## config.mk

```make
export PLATFORM = sky130hd
export DESIGN_NAME = serial_bit_feeder
export DESIGN_NICKNAME = d
export VERILOG_FILES = /design/src/rtl/serial_bit_feeder.sv
export SDC_FILE = /design/constraint.sdc
export NUM_CORES = 1
export LEC_CHECK = 0
export BUFFER_PORTS_ARGS = -buffer_cell sky130_fd_sc_hd__buf_2
export CORE_UTILIZATION = 49
export DETAILED_ROUTE_END_ITERATION = 16
export PLACE_DENSITY = 0.73
export SETUP_SLACK_MARGIN = 0.3
export SLEW_MARGIN = 0
export SYNTH_ARGS = -nofsm -noshare
export SYNTH_HDL_FRONTEND = slang
export SYNTH_SLANG_ARGS = --single-unit
```

## constraint.sdc

```tcl
create_clock -name clock -period 2.3 [get_ports clock]
set_clock_uncertainty 0.1 [all_clocks]
set_input_delay 0.115 -clock clock [delete_from_list [all_inputs] [get_ports clock]]
set_output_delay 0.115 -clock clock [all_outputs]
set_load 0.05 [all_outputs]
```

## src/rtl/serial_bit_feeder.sv

```systemverilog
// -----------------------------------------------------------------------------
// serial_bit_feeder
//
// Parallel-to-serial stage feeding the Mealy zero detector. Words arrive on a
// valid/ready handshake and leave one bit per clock on x_out. A one-word
// holding buffer lets consecutive words stream with no idle cycle between them.
//
// Optional feature macro: SERIAL_PARITY_EN
//   When defined, an even-parity bit (XOR of the word) follows the WIDTH data
//   bits, and word_done moves to that parity cycle.
//
// Parameters:
//   WIDTH      word width in bits (>= 2)
//   MSB_FIRST  1 = bit WIDTH-1 leaves first, 0 = bit 0 leaves first
//   IDLE_LEVEL level driven on x_out while no bit is being sent
//
// Ports:
//   clock      rising-edge clock
//   reset      synchronous, active-high reset
//   data_in    word to serialize
//   load       data_in is valid this cycle
//   ready      block can accept a word this cycle
//   x_out      serial bit (drives the detector's x_in)
//   x_valid    x_out carries a data or parity bit
//   word_done  one-cycle pulse while the final bit of a word is on x_out
//   busy       shifter active or holding buffer occupied
// -----------------------------------------------------------------------------
module serial_bit_feeder #(
    parameter int WIDTH      = 8,
    parameter bit MSB_FIRST  = 1'b1,
    parameter bit IDLE_LEVEL = 1'b1
) (
    input  logic             clock,
    input  logic             reset,
    input  logic [WIDTH-1:0] data_in,
    input  logic             load,
    output logic             ready,
    output logic             x_out,
    output logic             x_valid,
    output logic             word_done,
    output logic             busy
);

    localparam int            CW       = $clog2(WIDTH + 2);
    localparam logic [CW-1:0] LAST_CNT = CW'(WIDTH - 1);

`ifdef SERIAL_PARITY_EN
    typedef enum logic [1:0] {IDLE, SHIFT, PARITY} state_t;
`else
    typedef enum logic [0:0] {IDLE, SHIFT} state_t;
`endif

    state_t           state;
    logic [WIDTH-1:0] sr;        // current word; the bit on x_out sits at the exit end
    logic [WIDTH-1:0] hold_buf;  // one-word holding buffer
    logic             buf_full;
    logic [CW-1:0]    cnt;       // index of the data bit currently on x_out
`ifdef SERIAL_PARITY_EN
    logic             par;       // even parity of the word in the shifter
`endif

    logic             accept;
    logic             last_bit;
    logic             start;
    logic             to_buf;
    logic [WIDTH-1:0] start_word;

    // Bit that leaves first for a given word.
    function automatic logic first_bit(input logic [WIDTH-1:0] w);
        return MSB_FIRST ? w[WIDTH-1] : w[0];
    endfunction

    // Move the next bit to the exit end of the shift register.
    function automatic logic [WIDTH-1:0] shift_once(input logic [WIDTH-1:0] v);
        return MSB_FIRST ? {v[WIDTH-2:0], 1'b0} : {1'b0, v[WIDTH-1:1]};
    endfunction

    // NOTE: ready depends only on the registered buffer flag, never on load,
    // so an upstream block may compute load from ready without a comb loop.
    assign ready  = !buf_full;
    assign accept = load && ready;
    assign busy   = (state != IDLE) || buf_full;

`ifdef SERIAL_PARITY_EN
    assign last_bit = (state == PARITY);
`else
    assign last_bit = (state == SHIFT) && (cnt == LAST_CNT);
`endif

    // A new word enters the shifter whenever the line is free next cycle:
    // from the buffer if it holds one, otherwise straight from data_in.
    // The buffer is only ever full while the shifter is mid-word.
    assign start      = ((state == IDLE) || last_bit) && (buf_full || accept);
    assign start_word = buf_full ? hold_buf : data_in;
    assign to_buf     = accept && !((state == IDLE) || last_bit);

    always_ff @(posedge clock) begin
        if (reset) begin
            // NOTE: sr, hold_buf and parity are pure datapath; they are only
            // read after a start/to_buf writes them, so they need no reset.
            state     <= IDLE;
            buf_full  <= 1'b0;
            cnt       <= '0;
            x_out     <= IDLE_LEVEL;
            x_valid   <= 1'b0;
            word_done <= 1'b0;
        end else begin
            if (to_buf) begin
                hold_buf <= data_in;
                buf_full <= 1'b1;
            end else if (start && buf_full) begin
                buf_full <= 1'b0;
            end

            if (start) begin
                state     <= SHIFT;
                sr        <= start_word;
                cnt       <= '0;
                x_out     <= first_bit(start_word);
                x_valid   <= 1'b1;
                word_done <= 1'b0;  // WIDTH >= 2, so bit 0 is never the last
`ifdef SERIAL_PARITY_EN
                par       <= ^start_word;
`endif
            end else if (last_bit) begin
                state     <= IDLE;
                x_out     <= IDLE_LEVEL;
                x_valid   <= 1'b0;
                word_done <= 1'b0;
            end else if (state == SHIFT) begin
`ifdef SERIAL_PARITY_EN
                if (cnt == LAST_CNT) begin
                    state     <= PARITY;
                    x_out     <= par;
                    word_done <= 1'b1;
                end else begin
                    sr        <= shift_once(sr);
                    cnt       <= cnt + CW'(1);
                    x_out     <= first_bit(shift_once(sr));
                    word_done <= 1'b0;
                end
`else
                sr        <= shift_once(sr);
                cnt       <= cnt + CW'(1);
                x_out     <= first_bit(shift_once(sr));
                // Registered pulse: raise it on the edge entering the last bit.
                word_done <= (cnt == LAST_CNT - CW'(1));
`endif
            end
        end
    end

endmodule

```

==> results.md <==
* Status: completed
* Synth top area share at 43.0%
* Worst slew pin tran at 0.406 ns
* Die Span Y at 48.3 µm
* Most frequent cells in the layout: 15 x edfxtp_1, 15 x buf_2, 8 x mux2_2, 8 x dfxtp_1, 8 x dlygate4sd3_1
* Root Driver: clkbuf_4
* Post-Synthesis Cells at 77
* Total CTS buffers at 3
* Final Max Slew Viols at 0
* Core Area at 1980 µm²
* Reg clk slew, reported paths at 0.13 ns
* Hold Path Class: input port to flop
* Fin crit share at 80.2%
* Crit path DAT at 1.83 ns
* Die extent in x at 48.3 µm
* Average size of a mapped cell at 13.6 µm²
* Share of cells above drive strength 1 at 40.0%
* Largest net degree at the start of global routing at 15
* Final Hold Vio Count at 0
* Top cell type by total area after synthesis: edfxtp_1
* Port Buffers at 15
* Post-Synth Adder-Cell Area at 2.39%
* Setup CP Type: flop to flop
* DP HPWL at 1260 µm
* Max_cap viols at 0
* Routed wire per std cell at 14.3 µm
* Vias in the first global route at 631
* Leak at 0.000534 µW
* Setup TNS at 0 ns
* Congestion Overflow GR at 0
* Initial core utilization at 52.9%
* Initial antenna violation count at 0
* Clock H-tree levels at 1
* Clock buffer depth at 2
* Clk sinks at 23
* Clock latency on the worst-skew pair at 0.31 ns
* Largest family of logic cells by synthesized area: multiplexers
* CTS tree: done
* Io pins at 16
* Final min period at 1.84 ns
* DR pass1 iterations at 4
* Worst vdd rail ir drop at 0.438 mV
* Finished Layout Cells at 132
* First-pass GRT wire length at 2970 µm
* Gr usage total at 19.2%
* Worst endpoint required time at 2.28 ns
* Xor and xnor fraction of the mapped netlist area at 0%
* Synth area leaders: edfxtp_1 43%, dfxtp_1 15%, mux2_2 8.6%
* #FFs+latches synth at 23
* Row count at 16
* Nets at 119
* Routed WL at 1890 µm
* Syn nets at 90
* Vias at 690
* RSZ-0062 raised after global routing: false
* Yosys cell types at 31
* Finish-stage setup viols at 0
* Simple-gate share of the synthesized area at 13.5%
* Multiplexer share of the synthesized area at 15.3%
* DIE AREA at 2330 µm²
* Crit start category: flop
* Register area share after synthesis at 58.2%
* Crit end category: flop
* Relative slew margins at 72.9%
* Placed cells at 119
* Drt via density at 5.23
* Synth Cell Area at 1050 µm²
* Antenna diode count at 0
* Starting DRT DRC Count at 5
* Total power divided by cell area at 611 nW/µm²
* Fmax at 542 MHz
* Final RePlAce weighted congestion at 0.776
* Synth warn at 0
* Synth Area in Compound Gates at 7.16%
* Critical Path Fanout Max at 7
* # DRC at 0
* P&R area growth vs syn at 23.3%
* Routed Antenna Nets at 0
flip-flops by register name (all words and copies together) (netlist names):
name	count
hold_buf	8
sr	7
cnt	4
buf_full	1
state	1
word_done	1
x_out	1
critical path, cell delays in order (launching register included):
cell,delay (ns)
dfxtp_1,0.41
ha_1,0.29
nand3b_4,0.13
a21oi_2,0.18
buf_4,0.18
mux2_2,0.33
metrics by stage:
step	total power (µW)	setup slack [ns]	hold slack, ns	util [%]	cell area (µm²)
3_3_place_gp	599	0.448	0.206	59.4	1180
5_1_grt	829	0.377	0.0404	65.2	1290
3_5_place_dp	603	0.372	0.209	59.4	1180
4_1_cts	796	0.355	0.0467	64.8	1280
6_report	790	0.456	0.0463	65.2	1290
2_1_floorplan	570	0.293	0.114	-	1060
synthesized netlist by cell type:
library cell,number
dfxtp_1,8
mux2_4,4
a21o_1,1
buf_6,1
nand2_1,4
and4bb_2,1
nor4b_1,1
nand3_1,1
o31ai_1,1
nor3_1,3
nor2b_1,2
mux2i_1,1
buf_1,1
inv_1,3
and4_2,1
a211oi_1,2
a211o_1,1
and3_2,1
a22oi_1,1
nand4_1,1
ha_1,2
nor4_1,2
a21oi_2,1
nor2_1,1
and3_1,1
mux2_2,8
a21oi_1,4
nand3b_4,1
edfxtp_1,15
or3_1,1
buf_2,2
area by class of cell:
cell class / count / area (µm²)
sequential: 23 / 611
fill: 157 / 689
tap: 27 / 33.8
clock inverter: 1 / 5.00
multi-input combinational: 47 / 417
clock buffer: 3 / 22.5
timing repair buffer: 28 / 193
inverter: 3 / 11.3
what timing repair did:
action,in CTS,in global routing
gates resized for setup,0,0
hold buffers,8,0
buffers inserted,0,1
hold endpoints to repair,8,0
setup endpoints to repair,0,8
logic make-up (layout without fill, tap and decap cells):
kind of cell | count (synthesis) | after routing
buf+inv | 7 | 35
mux | 13 | 13
flops | 23 | 23
compound gates | 11 | 11
fa+ha+maj | 2 | 2
simple gates | 21 | 21
layer usage:
layer  global-route usage, %  wire [µm]  vias to the layer above
met2                    27.5        916                       11
met4                    8.33         25                        0
met3                    2.59         33                        4
li1                        -          -                      348
met5                       0          0                        -
met1                    28.9        916                      327
power by group:
group	leakage, µW	switching, µW	internal [µW]
sequential	0.000206	13.0	464
clock	0.0000177	120	64.8
combinational	0.000311	65.1	62.9
worst paths after layout:
check,slack [ns],cells after the start,start,end
min,0.05,2,reset,cnt[3]$_SDFFE_PP0P_
max reg2reg,0.46,5,cnt[1]$_SDFFE_PP0P_,sr[1]$_DFFE_PP_
min reg2reg,0.41,2,cnt[3]$_SDFFE_PP0P_,cnt[3]$_SDFFE_PP0P_
max,0.46,5,cnt[1]$_SDFFE_PP0P_,sr[1]$_DFFE_PP_
Note: power is estimated with default switching activity, not from simulation.
